[config.mk]
export PLATFORM = sky130hd
export DESIGN_NAME = audio_dma_ctrl
export DESIGN_NICKNAME = d
export VERILOG_FILES = /design/src/rtl/xosera_pkg.sv /design/src/rtl/audio_rr_arb.sv /design/src/rtl/audio_dma_ctrl.sv
export SDC_FILE = /design/constraint.sdc
export NUM_CORES = 1
export LEC_CHECK = 0
export CAP_MARGIN = 20
export CORE_AREA = 2 2 102 104
export CTS_CLUSTER_SIZE = 40
export DETAILED_ROUTE_END_ITERATION = 10
export DIE_AREA = 0 0 104 106
export HOLD_SLACK_MARGIN = 0.1
export PLACE_DENSITY_LB_ADDON = 0.1
export SLEW_MARGIN = 10
export SYNTH_ARGS = -nofsm -noshare
export SYNTH_HDL_FRONTEND = slang
export SYNTH_HIERARCHICAL = 1
export SYNTH_SLANG_ARGS = --single-unit
[constraint.sdc]
create_clock -name clk -period 7 [get_ports clk]
set_clock_uncertainty 0.2 [all_clocks]
set_input_delay 2.1 -clock clk [delete_from_list [all_inputs] [get_ports clk]]
set_output_delay 2.1 -clock clk [all_outputs]
set_load 0.005 [all_outputs]
[src/rtl/xosera_pkg.sv]
// Shared types for the Xosera audio fetch path: bus word/address types, channel count, DMA FSM states.
package xosera_pkg;

    typedef logic [15:0] addr_t;
    typedef logic [15:0] word_t;

    localparam int AUDIO_NCHAN = 4;

    typedef enum logic [2:0] {
        IDLE,
        ISSUE,
        WAIT,
        CAPTURE,
        DELIVER
    } audio_dma_st;

endpackage

[src/rtl/audio_rr_arb.sv]
// Combinational round-robin search over channel requests, starting just after the last grant.
// Latency: 0 cycles. No backpressure; o_any qualifies o_grant.
module audio_rr_arb #(
    parameter int NUM_CHAN = 4,
    localparam int IW = (NUM_CHAN > 1) ? $clog2(NUM_CHAN) : 1
) (
    input  logic [NUM_CHAN-1:0] i_req,
    input  logic [IW-1:0]       i_ptr,
    output logic [IW-1:0]       o_grant,
    output logic                o_any
);

    logic [IW-1:0] w_idx;

    // Walk from the farthest candidate to the nearest so the nearest set bit wins.
    always_comb begin
        o_grant = i_ptr;
        o_any   = 1'b0;
        w_idx   = '0;
        for (int k = NUM_CHAN; k >= 1; k--) begin
            w_idx = IW'((int'(i_ptr) + k) % NUM_CHAN);
            if (i_req[w_idx]) begin
                o_grant = w_idx;
                o_any   = 1'b1;
            end
        end
    end

endmodule

[src/rtl/audio_dma_ctrl.sv]
// Audio sample-fetch engine: one VRAM/TILE read per free video slot, round-robin across channels.
// Latency: slot at T -> read at T+1 -> strobe at T+2+MEM_LATENCY; slots while busy are dropped.
// Optional AUDIO_DMA_STATS_EN adds a saturating missed-slot counter (slot_miss_o, stats_clr_i).
module audio_dma_ctrl
    import xosera_pkg::*;
#(
    parameter int NUM_CHAN    = AUDIO_NCHAN,
    parameter int MEM_LATENCY = 1
) (
    input  logic                   clk,
    input  logic                   reset_i,
    input  logic                   audio_enable_i,
    input  logic                   slot_i,
    input  logic [NUM_CHAN-1:0]    chan_fetch_i,
    input  logic [NUM_CHAN*16-1:0] chan_addr_i,
    input  logic [NUM_CHAN-1:0]    chan_tile_i,
    output logic                   vram_rd_o,
    output logic                   tile_rd_o,
    output logic [15:0]            mem_addr_o,
    input  logic [15:0]            vram_data_i,
    input  logic [15:0]            tile_data_i,
    output logic [NUM_CHAN*16-1:0] chan_word_o,
`ifdef AUDIO_DMA_STATS_EN
    output logic [7:0]             slot_miss_o,
    input  logic                   stats_clr_i,
`endif
    output logic [NUM_CHAN-1:0]    chan_strobe_o
);

    localparam int IW = (NUM_CHAN > 1) ? $clog2(NUM_CHAN) : 1;
    localparam logic [1:0] WAIT_LOAD = 2'((MEM_LATENCY > 1) ? (MEM_LATENCY - 2) : 0);

    audio_dma_st            r_state;
    audio_dma_st            w_state_nxt;
    logic [IW-1:0]          r_ptr;
    logic [IW-1:0]          r_gnt_ch;
    addr_t                  r_addr;
    logic                   r_tile;
    logic [1:0]             r_wait_cnt;
    logic [NUM_CHAN*16-1:0] r_words;
    logic [NUM_CHAN-1:0]    r_strobe;

    logic [IW-1:0]          w_arb_ch;
    logic                   w_arb_any;
    logic                   w_can_grant;
    logic                   w_grant;
    logic                   w_issue;
    logic                   w_capture;
    addr_t                  w_sel_addr;
    logic                   w_sel_tile;
    word_t                  w_rd_data;

    audio_rr_arb #(
        .NUM_CHAN (NUM_CHAN)
    ) u_arb (
        .i_req   (chan_fetch_i),
        .i_ptr   (r_ptr),
        .o_grant (w_arb_ch),
        .o_any   (w_arb_any)
    );

    // DELIVER doubles as an idle cycle so back-to-back slots are not lost.
    assign w_can_grant = (r_state == IDLE) || (r_state == DELIVER);
    assign w_grant     = w_can_grant & slot_i & audio_enable_i & w_arb_any;
    assign w_issue     = (r_state == ISSUE) & audio_enable_i;
    assign w_capture   = (r_state == CAPTURE) & audio_enable_i;
    assign w_rd_data   = r_tile ? tile_data_i : vram_data_i;

    always_comb begin
        w_sel_addr = '0;
        w_sel_tile = 1'b0;
        for (int n = 0; n < NUM_CHAN; n++) begin
            if (w_arb_ch == IW'(n)) begin
                w_sel_addr = chan_addr_i[n*16 +: 16];
                w_sel_tile = chan_tile_i[n];
            end
        end
    end

    // With MEM_LATENCY of 1 there is no extra wait, so ISSUE goes straight to CAPTURE.
    always_comb begin
        w_state_nxt = r_state;
        if (!audio_enable_i) begin
            w_state_nxt = IDLE;
        end else begin
            case (r_state)
                IDLE, DELIVER: w_state_nxt = w_grant ? ISSUE : IDLE;
                ISSUE:         w_state_nxt = (MEM_LATENCY > 1) ? WAIT : CAPTURE;
                WAIT:          w_state_nxt = (r_wait_cnt == 2'd0) ? CAPTURE : WAIT;
                CAPTURE:       w_state_nxt = DELIVER;
                default:       w_state_nxt = IDLE;
            endcase
        end
    end

    always_ff @(posedge clk) begin
        if (reset_i) begin
            r_state    <= IDLE;
            r_ptr      <= IW'(NUM_CHAN - 1);
            r_gnt_ch   <= '0;
            r_addr     <= '0;
            r_tile     <= 1'b0;
            r_wait_cnt <= '0;
            r_words    <= '0;
            r_strobe   <= '0;
        end else begin
            r_state  <= w_state_nxt;
            r_strobe <= '0;
            if (w_grant) begin
                r_ptr    <= w_arb_ch;
                r_gnt_ch <= w_arb_ch;
                r_addr   <= w_sel_addr;
                r_tile   <= w_sel_tile;
            end
            if (r_state == ISSUE) begin
                r_wait_cnt <= WAIT_LOAD;
            end else if (r_state == WAIT) begin
                r_wait_cnt <= r_wait_cnt - 2'd1;
            end
            for (int n = 0; n < NUM_CHAN; n++) begin
                if (w_capture && (r_gnt_ch == IW'(n))) begin
                    r_words[n*16 +: 16] <= w_rd_data;
                    r_strobe[n]         <= 1'b1;
                end
            end
        end
    end

`ifdef AUDIO_DMA_STATS_EN
    logic [7:0] r_slot_miss;
    logic       w_miss;

    assign w_miss = slot_i & (|chan_fetch_i) & ~w_can_grant;

    always_ff @(posedge clk) begin
        if (reset_i || stats_clr_i) begin
            r_slot_miss <= '0;
        end else if (w_miss && (r_slot_miss != 8'hFF)) begin
            r_slot_miss <= r_slot_miss + 8'd1;
        end
    end

    assign slot_miss_o = r_slot_miss;
`endif

    // Reads are gated by the enable in the same cycle, not only via the FSM.
    assign vram_rd_o     = w_issue & ~r_tile;
    assign tile_rd_o     = w_issue & r_tile;
    assign mem_addr_o    = w_issue ? r_addr : 16'h0000;
    assign chan_word_o   = r_words;
    assign chan_strobe_o = r_strobe;

endmodule

# Yosys cells after proc, flatten, opt, wreduce, memory -nomap -nowiden
# Cells that the tools add are included.
word_totals:
  out_inout_bits: 86
  reg_bits: 94
  word_cells: 84
  in_bits: 108
op_classes:
  order_cmp: 4
  n_mux: 33
  n_reduce_logical: 12
  add_sub_neg: 5
  bitwise_logic: 9
  eq_ne: 10
op_table:
  columns: ["cell", "count"]
  rows:
  - ["16-bit two-way mux", 6]
  - ["1-bit two-way mux", 18]
  - ["2-bit by 3-bit < comparator with 1-bit output (second input constant)", 4]
  - ["3-bit one-hot mux with 4 select lines", 1]
  - ["1-bit binary-select mux with 2-bit select", 4]
  - ["2-bit equality test (second input constant)", 4]
  - ["2-bit two-way mux", 4]
  - ["1-bit AND", 7]
  - ["3-bit by 2-bit equality test with 1-bit output (second input constant)", 2]
  - ["2-bit logical NOT", 3]
  - ["2-bit OR reduction", 3]
  - ["2-bit by 1-bit adder with 2-bit output (second input constant)", 2]
  - ["2-bit adder (second input constant)", 2]
  - ["2-bit by 1-bit equality test with 1-bit output (second input constant)", 2]
  - ["1-bit logical AND", 4]
  - ["3-bit by 1-bit equality test with 1-bit output (second input constant)", 1]
  - ["3-bit equality test (second input constant)", 1]
  - ["3-bit logical NOT", 1]
  - ["1-bit NOT", 2]
  - ["2-bit by 1-bit subtractor with 2-bit output (second input constant)", 1]
  - ["1-bit logical OR", 1]

# Depth between registers and ports, before layout
# Gate-level depths: netlist (run 1).
logic_depth:
  ltp_word: 12
  mapped_depth: 8
  mapped_depth_nobuf: 6

# By module
# The synthesis (run 1) kept the hierarchy.
modules_own_cells:
  columns: ["mod", "area_each_um2", "seq_area_each_um2", "cells_each", "instances"]
  rows:
  - ["audio_dma_ctrl", 4315.4, 1881.8, 427, 1]
  - ["audio_rr_arb", 82.6, 0.0, 14, 1]

# Least setup slack after synthesis (run 1)
# Ideal clock, no wire load.
synth_timing:
  kind: "in2out"
  start: "input port audio_enable_i"
  end: "output port mem_addr_o[10]"
  n_path_buf: 1
  stages: 3
  required_ps: 4700
  slack_ps: 1946
  arrival_ps: 2754
  cell_sequence: "nor4b_4 clkbuf_1 and2_1"
synth_between:
  elab_chain_cells: 2
synth_rtl:
  columns: ["item", "line_no", "text"]
  rows:
  - ["from (decl)", "audio_dma_ctrl.sv:12", "input logic audio_enable_i,"]
  - ["1-bit AND", "audio_dma_ctrl.sv:65", "assign w_issue = (r_state == ISSUE) & audio_enable_i;"]
  - ["16-bit two-way mux", "audio_dma_ctrl.sv:149", "assign mem_addr_o = w_issue ? r_addr : 16'h0000;"]
  - ["to (decl)", "audio_dma_ctrl.sv:19", "output logic [15:0] mem_addr_o,"]
# Every way passes these cells.

# Final worst setup path (run 1)
layout_timing:
  start: "input port audio_enable_i"
  end: "output port mem_addr_o[9]"
# The elaborated chain is that of the path after synthesis.

==> results of run 1 <==
==> through the flow <==
step	setup WS, ps	hold slack (ps)	std cells	utilization
after detailed placement	655	252	737	0.631
after global placement	740	244	736	0.630
after floorplan	1950	249	441	-
final	685	260	752	0.651
after CTS	656	265	752	0.651
after global routing	535	279	752	0.651
==> area by class of cell <==
| cell class | count | share of cell area |
|---|---|---|
| tap | 136 | 0.0261 |
| inverter | 8 | 0.00461 |
| clock inverter | 3 | 0.00673 |
| multi-input combinational | 302 | 0.347 |
| clock buffer | 12 | 0.0238 |
| timing repair buffer | 197 | 0.302 |
| sequential | 94 | 0.289 |
==> cells by family (layout without fill, tap and decap cells) <==
group / Yosys count / count (layout)
and+or+nand+nor: 149 / 149
buffers and inverters: 45 / 220
muxes: 98 / 98
xor gates and xnor gates: 1 / 1
adders and majority gates: 1 / 1
DFF: 94 / 94
AOI/OAI and AO/OA: 53 / 53
==> cells in the mapped netlist (6+ instances only) <==
| cell type | count | area [sq um] |
|---|---|---|
| a21oi_1 | 24 | 120 |
| and2_1 | 19 | 119 |
| buf_2 | 6 | 30.0 |
| clkbuf_1 | 16 | 60.1 |
| dfxtp_1 | 94 | 1880 |
| inv_1 | 8 | 30.0 |
| mux2_2 | 16 | 180 |
| mux2i_1 | 65 | 651 |
| mux4_2 | 17 | 383 |
| nand2_1 | 83 | 312 |
| nand3_1 | 21 | 105 |
| o21ai_0 | 25 | 125 |
==> layout by cell type, fill, tap and decap left out, types with 2 or more instances in the layout <==
master and count:
mux4_2 17, mux2_2 16, a21oi_1 23, clkbuf_8 11, nand2b_1 2, mux2i_1 65, nand2_1 83, nand3_1 21
o21ai_0 25, buf_4 3, clkdlybuf4s50_1 193, and2_1 19, inv_1 7, nor2_1 5, nor2b_1 2, and4b_1 2
dfxtp_1 94, nor3_1 5
==> worst max-delay path: cells and delay by family <==
kind,cells,cell delay (ps)
buf+inv,2,1060
simple gates,2,850
==> how the worst max path moves through the flow <==
stage                         startpoint             end  slack [ps]  depth (start not counted)
after floorplan           audio_enable_i  mem_addr_o[10]        1950                          3
after global placement    audio_enable_i       vram_rd_o         740                          4
after detailed placement  audio_enable_i   mem_addr_o[9]         660                          4
after CTS                 audio_enable_i   mem_addr_o[9]         660                          4
after global routing      audio_enable_i   mem_addr_o[9]         530                          4
final                     audio_enable_i   mem_addr_o[9]         690                          4
==> routing by layer <==
metal	global-route usage	vias to the layer above	routed length (um)	share of wire
met5	0	-	0	0
met4	0.0859	0	201	0.017
met3	0.0546	15	856	0.074
met2	0.386	155	5780	0.50
met1	0.239	1797	4730	0.41
li1	-	1866	-	-
==> sequential cells by signal (all words and copies together) (netlist names) <==
signal / flops
r_gnt_ch: 2
r_tile: 1
r_addr: 16
chan_word_o: 64
chan_strobe_o: 4
r_wait_cnt: 2
r_state: 3
r_ptr: 2
==> power by group through the flow <==
stage	combinational, mW	clock, mW	sequential, mW
after floorplan	0.0979	0	0.560
after global placement	0.167	0	0.566
after detailed placement	0.173	0	0.566
after CTS	0.173	0.370	0.554
after global routing	0.185	0.397	0.555
final	0.171	0.362	0.554
==> impl_results.md, run 1 <==
* R2R depth at 7
* Mux contribution to synthesized area at 0.276
* Placed cell area at 6310 sq um
* Post-Synthesis Cell Area at 4400 sq um
* Max-cap violation count at 0
* CP Max Fanout at 18
* Post-CTS Resized at 0
* Pwr Density at 167 nW/um^2
* Leak at 2.74 nW
* First-pass GRT wire length at 18900 um
* FF-to-FF setup slack at 4370 ps
* Post-DP HPWL at 8650 um
* RSZ-0062 raised after global routing: false
* Clock buffer depth at 2
* Sequential share of power at 0.510
* Diodes inserted at 0
* Drt wl/cell at 15.4 um
* CTS sink cnt at 94
* CP dominant cell by count: clkdlybuf4s50_1
* Fin area at 6510 sq um
* Initial antenna violation count at 0
* Period utilisation layout at 0.902
* Number of synthesized register bits at 94
* F_max at 158 MHz
* Synth Area in Simple Gates at 0.170
* Worst Hold Class: flip-flop to flip-flop
* Outcome: completed
* NumNets Final at 721
* Worst setup path class: input port to output pin
* Final hold violation count at 0
* Via count at 3833
* Post-route antenna net violation count at 0
* Synth warn at 6
* Cell row count at 37
* DR DRC count at 0
* Syn Nets at 550
* Synth Flop Type: dfxtp_1
* Worst hold endpoint: chan_word_o[36]$_SDFFE_PP0P_
* Total gr overflow at 0
* Async S/R FF share, synth at 0
* Req. time, crit path at 4700 ps
* Startpoint Class: input port
* Die H at 106 um
* IO Pins at 194
* Minimum clock period at 6310 ps
* RePlAce Congestion at 0.755
* Cells after Synth at 441
* GRT Total Usage at 0.213
* Synth Area in Adders at 0.00284
* Largest family of logic cells by synthesized area: multiplexers
* XOR/XNOR Fraction of Synth Area at 0.00199
* Synthesized area per cell at 9.97 sq um
* Die W at 104 um
* EDFF count, synth at 0
* Root buf cell: clkbuf_8
* Compound-Gate Fraction of Synth Area at 0.0629
* Hold Path Origin: chan_word_o[36]$_SDFFE_PP0P_
* Final setup violation count at 0
* CTS tree: yes
* Syn-to-layout area delta at 48.1%
* Initial DRT Pass Iterations at 4
* Initial Utilization at 0.440
* Clock-pin slew on the worst setup and hold paths at 80 ps
* RR Startpoint: r_ptr[1]$_SDFFE_PP1P_
* Clock latency on the worst-skew pair at 360 ps
* Power, Total at 1.09 mW
* Post-route setup TNS at 0 ps
* Psw at 0.253 mW
* Seq/Total Area, Yosys at 0.428
* Multi-input logic area at 2260 sq um
* Hold Buf Count CTS at 0
* Worst VDD drop at 0.0795 mV
* H-tree depth at 3
* Total Die Area at 11000 sq um
* Postcts setup bufs at 0
* Critical-path top delay cell: nor4b_4
* Share of cells above drive strength 1 at 0.0958
* Num CTS Buffers at 9
* Worst path cell trace: clkdlybuf4s50_1, nor4b_4, and2_1, clkdlybuf4s50_1
* Max_slew headroom at 0.334
* Worst hold stages at 2
* Combinational power share at 0.157
* Fillers at 855
* Slew @ Worst Pin at 999 ps
* Crit path arrival time at 4010 ps
* Buffers on Ports at 193
* CP endpoint kind: output pin
* Core Area at 10000 sq um
* Distinct cells, synth at 38
* Vias per cell at 5.10
* Switching share of power at 0.233
* P_int at 0.834 mW
* Final slew viol count at 0
* Clock share of power at 0.333
* Via count of the first global-routing pass at 3915
* R2R Path End: r_addr[5]$_SDFFE_PP0P_
* Final WL at 11600 um
* FF/Latch Area at 1880 sq um
* Iter 0 DRT Violations at 122
* Largest stage delay on the critical path at 620 ps
* Pin count of the biggest net entering global routing at 44
Power figures use the tool's default switching activity.
==> run 2: changes to the inputs <==
--- a/config.mk
+++ b/config.mk
@@ -5,7 +5,7 @@
 export SDC_FILE = /design/constraint.sdc
 export NUM_CORES = 1
 export LEC_CHECK = 0
-export CAP_MARGIN = 20
+export CAP_MARGIN = 10
 export CORE_AREA = 2 2 102 104
 export CTS_CLUSTER_SIZE = 40
 export DETAILED_ROUTE_END_ITERATION = 10
@@ -17,3 +17,4 @@
 export SYNTH_HDL_FRONTEND = slang
 export SYNTH_HIERARCHICAL = 1
 export SYNTH_SLANG_ARGS = --single-unit
+export TNS_END_PERCENT = 100
==> impl_results.md, run 2 (synthesis gave the netlist of run 1 again) <==
* First-pass GRT wire length at 18900 um
* Outcome: completed
* Req. time, crit path at 4700 ps
* F_max at 158 MHz
* RSZ-0062 raised after global routing: false
* Pwr Density at 176 nW/um^2
* Initial Utilization at 0.440
* NumNets Final at 721
* Pin count of the biggest net entering global routing at 44
* Initial DRT Pass Iterations at 4
* Slew @ Worst Pin at 1020 ps
* Core Area at 10000 sq um
* Initial antenna violation count at 0
* Die H at 106 um
* Via count at 3809
* Worst setup path class: input port to output pin
* Drt wl/cell at 15.3 um
* Via count of the first global-routing pass at 3895
* RePlAce Congestion at 0.755
* Syn-to-layout area delta at 49.1%
* Startpoint Class: input port
* Share of cells above drive strength 1 at 0.0974
* Final slew viol count at 0
* Total Die Area at 11000 sq um
* Cell row count at 37
* GRT Total Usage at 0.212
* FF-to-FF setup slack at 4510 ps
* Fin area at 6560 sq um
* DR DRC count at 0
* Worst VDD drop at 0.0884 mV
* Total gr overflow at 0
* Vias per cell at 5.07
* Period utilisation layout at 0.902
* H-tree depth at 3
* Commonest cells after routing, fill and taps aside: clkdlybuf4s50_1 (193), dfxtp_1 (94), nand2_1 (83)
* Worst Hold Class: flip-flop to flip-flop
* CP dominant cell by count: clkdlybuf4s50_1
* CP delay by family, top: buffers and inverters
* Hold Buf Count CTS at 0
* Max_slew headroom at 0.317
* Placed cell area at 6300 sq um
* Crit path arrival time at 4010 ps
* CTS sink cnt at 94
* Worst path cell trace: clkdlybuf4s50_1, nor4b_4, and2_1, clkdlybuf4s50_1
* Iter 0 DRT Violations at 164
* Max FFs per register at 64
* Clock-pin slew on the worst setup and hold paths at 90 ps
* Post-route setup TNS at 0 ps
* CP Max Fanout at 18
* CP endpoint kind: output pin
* IO Pins at 194
* Post-CTS Resized at 0
* Leak at 2.76 nW
* Diodes inserted at 0
* Buf+Inv Stages, Crit Path at 2
* Clock buffer depth at 2
* Die W at 104 um
* Num CTS Buffers at 9
* Commonest non-fill, non-tap cell in the layout: clkdlybuf4s50_1
* Minimum clock period at 6310 ps
* Final setup violation count at 0
* Largest stage delay on the critical path at 620 ps
* Postcts setup bufs at 0
* CTS tree: yes
* Post-route antenna net violation count at 0
* Post-DP HPWL at 8520 um
* Max-cap violation count at 0
* Root buf cell: clkbuf_8
* Final hold violation count at 0
* Final WL at 11500 um
* Clock latency on the worst-skew pair at 350 ps
* Buffers on Ports at 193
* Critical-path top delay cell: nor4b_4
==> run 2: through the flow <==
stage               worst slack [ps]   util  total power [mW]  hold WS (ps)  std cells
floorplan                       1950      -             0.658           249        441
global placement                 740  0.630             0.733           244        736
detailed placement               655  0.630             0.736           252        736
CTS                              646  0.654              1.16           267        751
global route                     521  0.656              1.20           285        752
finish                           687  0.656              1.16           262        752
==> run 2: power by group <==
group	switching [mW]	internal [mW]	total (mW)
combinational	0.0638	0.107	0.171
sequential	0.0101	0.543	0.554
clock	0.186	0.246	0.433
==> run 2: worst reg2reg max path, delay by kind of cell (launching register included) <==
family,cells,cell delay (ps)
buf+inv,1,240
flops,1,460
mux,2,650
simple gates,2,250
compound gates,2,560
==> run 2: path summary, 6_finish.rpt <==
path	from	end	depth (start not counted)
worst max-delay path	audio_enable_i	mem_addr_o[9]	4
worst max register to register	r_ptr[1]$_SDFFE_PP1P_	r_addr[15]$_SDFFE_PP0P_	7
worst min register to register	chan_word_o[22]$_SDFFE_PP0P_	chan_word_o[22]$_SDFFE_PP0P_	2
worst min-delay path	chan_word_o[22]$_SDFFE_PP0P_	chan_word_o[22]$_SDFFE_PP0P_	2
==> run 2: layout make-up <==
class	instances	area, sq um
Clock buffer	10	138
Clock inverter	5	108
Fill cell	850	3440
Inverter	8	30.0
Multi-Input combinational cell	302	2260
Sequential cell	94	1880
Tap cell	136	170
Timing Repair Buffer	197	1970
==> run 2: metal layers <==
metal  up-vias  GRT usage  part of all wire
met5         -          0                 0
met3        10     0.0460             0.066
met4         0     0.0685            0.0097
met2       146      0.391              0.51
li1       1865          -                 -
met1      1788      0.244              0.41
